===== src/rtl/reg_serial_reader.sv =====
// Parallel-in, serial-out register reader: captures a WIDTH-bit word on L and
// streams it one bit per accepted valid/ready transfer, then pulses DN.
module reg_serial_reader #(
    parameter int unsigned WIDTH     = 8,
    parameter bit          MSB_FIRST = 1'b0
) (
    input  logic             C,
    input  logic             nR,
    input  logic [WIDTH-1:0] D,
    input  logic             L,
    input  logic             RDY,
    output logic             Q,
    output logic             V,
    output logic             B,
    output logic             DN
);

    localparam int unsigned CW = (WIDTH <= 2) ? 1 : $clog2(WIDTH);
    localparam logic [CW-1:0] LAST = CW'(WIDTH - 1);

    typedef enum logic [1:0] {
        IDLE  = 2'd0,
        SHIFT = 2'd1,
        DONE  = 2'd2
    } state_t;

    state_t           state;
    logic [WIDTH-1:0] sr;
    logic [CW-1:0]    cnt;

    logic [WIDTH-1:0] sr_shift;
    logic             load_bit;
    logic             next_bit;

    // Shift toward the output end with zero fill; pick the bit that lands there.
    always_comb begin
        sr_shift = '0;
        load_bit = 1'b0;
        next_bit = 1'b0;
        if (MSB_FIRST) begin
            sr_shift = {sr[WIDTH-2:0], 1'b0};
            load_bit = D[WIDTH-1];
            next_bit = sr[WIDTH-2];
        end else begin
            sr_shift = {1'b0, sr[WIDTH-1:1]};
            load_bit = D[0];
            next_bit = sr[1];
        end
    end

    // FSM with registered outputs; reset wins over every other input.
    always_ff @(posedge C) begin
        if (!nR) begin
            state <= IDLE;
            sr    <= '0;
            cnt   <= '0;
            Q     <= 1'b0;
            V     <= 1'b0;
            B     <= 1'b0;
            DN    <= 1'b0;
        end else begin
            case (state)
                IDLE: begin
                    if (L) begin
                        state <= SHIFT;
                        sr    <= D;
                        cnt   <= '0;
                        Q     <= load_bit;
                        V     <= 1'b1;
                        B     <= 1'b1;
                    end
                end
                SHIFT: begin
                    if (RDY) begin
                        if (cnt == LAST) begin
                            state <= DONE;
                            Q     <= 1'b0;
                            V     <= 1'b0;
                            DN    <= 1'b1;
                        end else begin
                            sr  <= sr_shift;
                            cnt <= cnt + CW'(1);
                            Q   <= next_bit;
                        end
                    end
                end
                DONE: begin
                    state <= IDLE;
                    B     <= 1'b0;
                    DN    <= 1'b0;
                end
                default: begin
                    state <= IDLE;
                    Q     <= 1'b0;
                    V     <= 1'b0;
                    B     <= 1'b0;
                    DN    <= 1'b0;
                end
            endcase
        end
    end

endmodule


===== config.mk =====
export PLATFORM = sky130hd
export DESIGN_NAME = reg_serial_reader
export DESIGN_NICKNAME = d
export VERILOG_FILES = /design/src/rtl/reg_serial_reader.sv
export SDC_FILE = /design/constraint.sdc
export NUM_CORES = 1
export LEC_CHECK = 0
export ABC_CLOCK_PERIOD_IN_PS = 1550
export CAP_MARGIN = 25
export CORE_AREA = 2 2 40 49
export CTS_CLUSTER_DIAMETER = 30
export DETAILED_ROUTE_END_ITERATION = 6
export DIE_AREA = 0 0 42 51
export PLACE_DENSITY = 0.73
export SLEW_MARGIN = 30
export SYNTH_ARGS = -nofsm -noshare
export SYNTH_HDL_FRONTEND = slang
export SYNTH_SLANG_ARGS = --single-unit
export TNS_END_PERCENT = 50

===== constraint.sdc =====
create_clock -name C -period 1.55 [get_ports C]
set_input_delay 0.2325 -clock C [delete_from_list [all_inputs] [get_ports C]]
set_output_delay 0.2325 -clock C [all_outputs]
set_load 0.005 [all_outputs]

# == Word-level counts from Yosys, hierarchy flattened ==
# Cells that the tools add are included.
# op_classes
n_addsub,1
n_reduce_logical,8
shifts,0
mul,0
n_eq_ne,7
magnitude_cmp,0
mux,24
div,0
n_bitwise,3
# op_table
cell,n
8-bit 2-to-1 mux,3
8-bit one-hot mux with 2 select lines,1
3-bit 2-to-1 mux,3
3-bit AND reduction,3
1-bit 2-to-1 mux,8
"2-bit inequality test, second input constant",4
4-bit AND reduction,2
2-bit 2-to-1 mux,3
1-bit one-hot mux with 3 select lines,2
3-bit one-hot mux with 2 select lines,1
1-bit one-hot mux with 2 select lines,2
2-bit one-hot mux with 2 select lines,1
"3-bit by 1-bit adder with 3-bit output, second input constant",1
"3-bit equality test, second input constant",1
1-bit inverter,3
"2-bit by 1-bit equality test with 1-bit output, second input constant",1
"2-bit equality test, second input constant",1
2-bit zero test,1
2-bit AND reduction,1
2-bit nonzero test,1
# word_totals
register_bits,17
mem_bits_ro,0
in_bits,12
n_memories,0
output_inout_bits,4
latch_bits,0
mem_bits_rw,0

# == Logic depth before layout (Yosys ltp) ==
# Gate-level depths: netlist (run 1).
# depth
ltp_word,4
depth_mapped,5
depth_no_buf,5

# == Worst setup path before layout (run 1) ==
# Ideal clock, no wire load.
# synth_path
path_kind,reg2reg
start,reg cnt[0]
end,reg sr[1]
path_stages_with_launch,6
arrival_time_ps,1357
n_path_buf,0
setup_slack_ps,122
setup_ps,72
path_cell_list,dfxtp_1 ha_1 ha_1 nand3b_4 a21oi_4 mux2i_1
# synth_via
elab_chain_len,3
# synth_rtl
item,line_no,rtl
start: declaration,29,logic [CW-1:0] cnt;
start signal: assignment,82,cnt <= cnt + CW'(1);
3-bit equality test,75,if (cnt == LAST) begin
2-bit inequality test (no source line),--,
4-bit AND reduction (no source line),--,
end signal: assignment,81,sr <= sr_shift;
end: declaration,28,logic [WIDTH-1:0] sr;
# No other way between the ends.
# A chain may end at the register's enable or synchronous reset.

# == Worst setup path after layout (run 1) ==
# layout_path
start,reg cnt[0]
end,reg sr[3]
# The elaborated chain is that of the path after synthesis.

==> qor.csv, run 1 <==
metric,value,unit
worstSetupEndpointType,flip-flop,
port_buffers,15,
reg2regPathDepth,6,
rrSetupSlack,0.07,ns
power_density,833,nW/µm²
ant_nets,0,
drt_iter0_drc,9,
start_util,44.8,%
drcViolationCount,0,
final_util,57.9,%
synth-edff-count,0,
clk_latency,0.29,ns
die_h,51,µm
cts-root-to-sink-buffers,2,
hold_buffers,0,
outcome,finished clean,
cts_setup_buffers,0,
min_path_cells,2,
holdWs,0.453,ns
multi_input_area,419,µm²
drive_above_1_share,14.0,%
min_path_type,reg -> reg,
rows,17,
core_area,1720,µm²
tightest_slew,0.321,ns
grt_max_degree,15,
cts_resized,0,
clock_sinks,16,
grt_setup_unrepaired,false,
avgRoutedWirePerCell,12.9,µm
worstSetupPathType,reg -> reg,
synth_cell_types,28,
vias_per_cell,5.39,
drt_pass1_iterations,3,
p_leak,0.401,nW
ys_seq_area_share,41.5,%
synthesis.area,772,µm²
synthToLayoutAreaGrowth,29.2,%
setup_tns,0,ns
antenna_found_initial,0,
final.period_utilization,95.6,%
hold_start,DN,
synth-seq-cells,16,
synth_area_per_cell,9.65,µm²
numCtsBuffers,3,
clock_skew,0.00355,ns
gp_congestion,0.857,
hold_viol_final,0,
startpoint_type,flip-flop,
netlist_top_cells_count,"dfxtp_1 (16), nand2_1 (11), mux2i_1 (6), nand2b_1 (6), o211ai_1 (6)",
fin_crit,1.48,ns
path_max_fanout,10,
timing.rr.end,sr[3],
grtUsageTotal,17.7,%
cap_violations,0,
min_to,DN,
antenna_cells,0,
syn_inst,80,
finalWirelength,1540,µm
cts-root-buf,clkbuf_4,
cts_tree,yes,
htree_levels,1,
grt_pass1_wl,2930,µm
seq_area,320,µm²
drv_slew,0,
layout.nets,116,
cp.arrival,1.70,ns
synth_top_area_cell,dfxtp_1,
clk_pin_slew_worst_paths,0.09,ns
grt_pass1_vias,661,
ys.warnings.count,0,
synthTopCellsByArea,"dfxtp_1 (41%), mux2i_1 (7.8%), o211ai_1 (5.8%)",
placedCellCount,116,
max_slew_margin,78.6,%
dieArea,2140,µm²
pin_count,16,
via_count,641,
stdcell_count,119,
hpwl,1170,µm
synth.most_common_cell,dfxtp_1,
worst_slack,0.0689,ns
grt_overflow_total,0,
setup_viol,0,
required,1.77,ns
async_reset_ff_share,0,%
reg2reg_from,cnt[0],
synth_top_area_share,41.5,%
die_w,42,µm
synthesis.nets,94,
synthFlopType,dfxtp_1,
fill_cells,164,
max_freq,675,MHz
ir_drop,0.475,mV
place_ws,0.0525,ns
-- state kept, by name, indices dropped and copies added (netlist names) --
name   flops
DN         1
sr         7
state      2
cnt        3
B          1
Q          1
V          1
-- worst max-delay path by stage --
stage             to   start  cells past startpoint
6_report       sr[3]  cnt[0]                      6
4_1_cts        sr[1]  cnt[0]                      6
3_5_place_dp   sr[1]       L                      5
2_1_floorplan  sr[1]  cnt[0]                      5
5_1_grt        sr[3]  cnt[0]                      6
3_3_place_gp   sr[1]       L                      5
-- cells by family after synthesis --
logic type                 count (synthesis)  share of synthesized area [%]
muxes                                      6                           7.78
adders and majority gates                  2                           3.24
buffers and inverters                      5                           4.21
and+or+nand+nor                           34                           25.9
DFF                                       16                           41.5
AOI/OAI and AO/OA                         17                           17.3
-- final cells by class --
| class | instances | area share, % |
|---|---|---|
| timing repair buffer | 21 | 20.8 |
| clock buffer | 3 | 2.26 |
| tap | 19 | 2.38 |
| inverter | 1 | 0.376 |
| sequential | 16 | 32.1 |
| multi-input combinational | 59 | 42.0 |
-- power by group --
group / switching, mW / total (mW) / internal, mW
Sequential: 0.0166 / 0.453 / 0.437
Clock: 0.126 / 0.216 / 0.0903
Combinational: 0.0646 / 0.161 / 0.0964
Total: 0.207 / 0.830 / 0.624
-- per-stage QoR --
| step | cell area, µm² | total power [mW] |
|---|---|---|
| 5_1_grt | 997 | 0.872 |
| 6_report | 997 | 0.830 |
| 2_1_floorplan | 772 | 0.551 |
| 3_3_place_gp | 975 | 0.621 |
| 3_5_place_dp | 975 | 0.626 |
| 4_1_cts | 997 | 0.840 |
-- placed cells by master, fill, tap and decap left out --
cell             count
ha_1                 2
nor2_1               5
nand2b_4             1
dfxtp_1             16
mux2i_1              6
buf_4                5
o2bb2ai_1            2
nand2b_1             6
o32ai_1              1
nand3_1              1
o21ai_0              1
o21a_1               1
nor3_1               1
nand2b_2             1
a21bo_2              1
buf_12               1
nand3b_1             2
clkbuf_4             3
inv_1                1
o211ai_1             6
nand3b_4             1
nand4b_1             1
nor2b_1              3
a21oi_1              3
a21oi_4              1
nor3b_1              1
clkdlybuf4s50_1     15
nand2_1             11
a211o_1              1
-- worst max-delay path: stages, from the launching register on --
cell	delay, ns
dfxtp_1	0.34
ha_1	0.20
ha_1	0.21
nand3b_4	0.18
a21oi_4	0.16
buf_12	0.15
mux2i_1	0.17
-- metal layers --
layer | share of wire [%] | track usage (%)
met1 | 45 | 21.8
met2 | 48 | 29.7
met3 | 4.8 | 3.18
met4 | 1.9 | 8.06
met5 | 0 | 0
Power figures use the tool's default switching activity.
==> run 2: changes to the inputs <==
--- a/config.mk
+++ b/config.mk
@@ -6,7 +6,7 @@
 export NUM_CORES = 1
 export LEC_CHECK = 0
 export ABC_CLOCK_PERIOD_IN_PS = 1550
-export CAP_MARGIN = 25
+export CAP_MARGIN = 20
 export CORE_AREA = 2 2 40 49
 export CTS_CLUSTER_DIAMETER = 30
 export DETAILED_ROUTE_END_ITERATION = 6
==> results of run 2 <==
The final DEF is identical to that of run 1; final timing and power are the same.
==> run 3: changes to the inputs <==
--- a/config.mk
+++ b/config.mk
@@ -12,6 +12,7 @@
 export DETAILED_ROUTE_END_ITERATION = 6
 export DIE_AREA = 0 0 42 51
 export PLACE_DENSITY = 0.73
+export RECOVER_POWER = 25
 export SLEW_MARGIN = 30
 export SYNTH_ARGS = -nofsm -noshare
 export SYNTH_HDL_FRONTEND = slang
==> run 3 against run 2 <==
  * Global-route usage is the same
  * Utilization down 0.15 points
  * Combinational power is essentially flat
  * Final area decreased by 0.25%
  * Critical path depth is the same
  * Fmax barely moved
  * Sequential power about the same
  * Critical path type unchanged
==> qor.csv, run 3 (same netlist as run 1, synthesis figures left out) <==
metric,value,unit,change
final_common_cell,dfxtp_1,,
drt_pass1_iterations,2,,-1
seq_area,320,µm²,unchanged
clock_sinks,16,,unchanged
worstSetupPathType,reg -> reg,,
cts_resized,0,,unchanged
place_ws,0.0525,ns,unchanged
max_freq,675,MHz,about the same
layout.nets,116,,unchanged
drt_iter0_drc,11,,+2
worst_slack,0.0684,ns,-0.000496 ns
cap_violations,0,,unchanged
finalWirelength,1560,µm,+1.1%
worstSetupEndpointType,flip-flop,,
port_buffers,15,,unchanged
antenna_cells,0,,unchanged
fin_crit,1.48,ns,+0.000496 ns
multi_input_area,419,µm²,unchanged
tightest_slew,0.329,ns,+0.00810 ns
path_max_fanout,10,,unchanged
final.period_utilization,95.6,%,about the same
drcViolationCount,0,,unchanged
grt_overflow_total,0,,unchanged
cts-root-buf,clkbuf_4,,
ant_nets,0,,unchanged
core_area,1720,µm²,unchanged
clock_skew,0.00379,ns,+0.000244 ns
cts-root-to-sink-buffers,2,,unchanged
hold_buffers,0,,unchanged
clk_latency,0.28,ns,about the same
grtUsageTotal,17.7,%,unchanged
htree_levels,1,,unchanged
die_w,42,µm,unchanged
largest_register_ffs,7,,unchanged
vias_per_cell,5.39,,unchanged
holdWs,0.453,ns,+0.0000300 ns
outcome,finished clean,,
antenna_found_initial,0,,unchanged
ir_drop,0.471,mV,-0.92%
drive_above_1_share,14.0,%,unchanged
cp.arrival,1.70,ns,about the same
dieArea,2140,µm²,unchanged
p_leak,0.400,nW,-0.32%
gp_congestion,0.857,,unchanged
grt_pass1_wl,2930,µm,unchanged
grt_max_degree,15,,unchanged
avgRoutedWirePerCell,13.1,µm,+1.1%
top_register,sr,,
fill_cells,165,,+0.61%
grt_setup_unrepaired,false,,
reg.largest.list,"sr: 7 flops, cnt: 3 flops, state: 2 flops",,
die_h,51,µm,unchanged
clk_pin_slew_worst_paths,0.09,ns,about the same
max_slew_margin,78.1,%,-0.54 points
p_total,828,µW,-0.32%
final_util,57.7,%,-0.15 points
cts_tree,yes,,
rows,17,,unchanged
startpoint_type,flip-flop,,
grt_pass1_vias,661,,unchanged
setup_viol,0,,unchanged
min_path_type,reg -> reg,,
min_path_cells,2,,unchanged
drv_slew,0,,unchanged
power_density,832,nW/µm²,about the same
hold_viol_final,0,,unchanged
reg2regPathDepth,6,,unchanged
via_count,641,,unchanged
start_util,44.8,%,unchanged
setup_tns,0,ns,unchanged
hpwl,1170,µm,unchanged
pin_count,16,,unchanged
synthToLayoutAreaGrowth,28.8,%,
numCtsBuffers,3,,unchanged
mostFrequentLayoutCells,"dfxtp_1 (16), clkdlybuf4s50_1 (15), nand2_1 (11)",,
cts_setup_buffers,0,,unchanged
required,1.76,ns,about the same
-- run 3: cell count changes in the layout (fill, tap and decap cells not counted), sizes merged --
cell    delta
buf        -2
clkbuf     +2
-- run 3: layer usage --
metal	global-route usage, %	part of all wire [%]	vias to the layer above	wire length (µm)
met5	0	0	-	0
met4	8.06	0.83	0	13
met3	3.18	4.7	2	73
met2	29.7	49	13	756
met1	21.8	46	302	713
li1	-	-	324	-
-- run 3: power breakdown --
part	switching, mW	total (mW)	internal (mW)
Combinational	0.0649	0.160	0.0953
Sequential	0.0168	0.454	0.437
Clock	0.124	0.214	0.0902
-- run 3: worst paths after layout --
path | from | to | slack [ns]
worst max-delay path | cnt[0] | sr[3] | 0.07
worst max register to register | cnt[0] | sr[3] | 0.07
worst min register to register | DN | DN | 0.45
worst min-delay path | DN | DN | 0.45
-- run 3: through the flow --
stage | std cells | area (µm²)
after floorplan | 80 | 772
after global placement | 116 | 975
after detailed placement | 116 | 975
after CTS | 119 | 997
after global routing | 119 | 995
final | 119 | 995
-- run 3: layout make-up --
class | instances | share of cell area (%)
multi-input cells | 59 | 42.1
flip-flops and latches | 16 | 32.2
repair buffers | 21 | 20.6
well taps | 19 | 2.39
clock buffers | 3 | 2.26
inverters | 1 | 0.377
-- run 3: worst max-delay path, stage by stage, from the launching register on --
cell and delay [ns]:
dfxtp_1 0.34, ha_1 0.20, ha_1 0.21, nand3b_4 0.18, a21oi_4 0.16, buf_12 0.15, mux2i_1 0.18
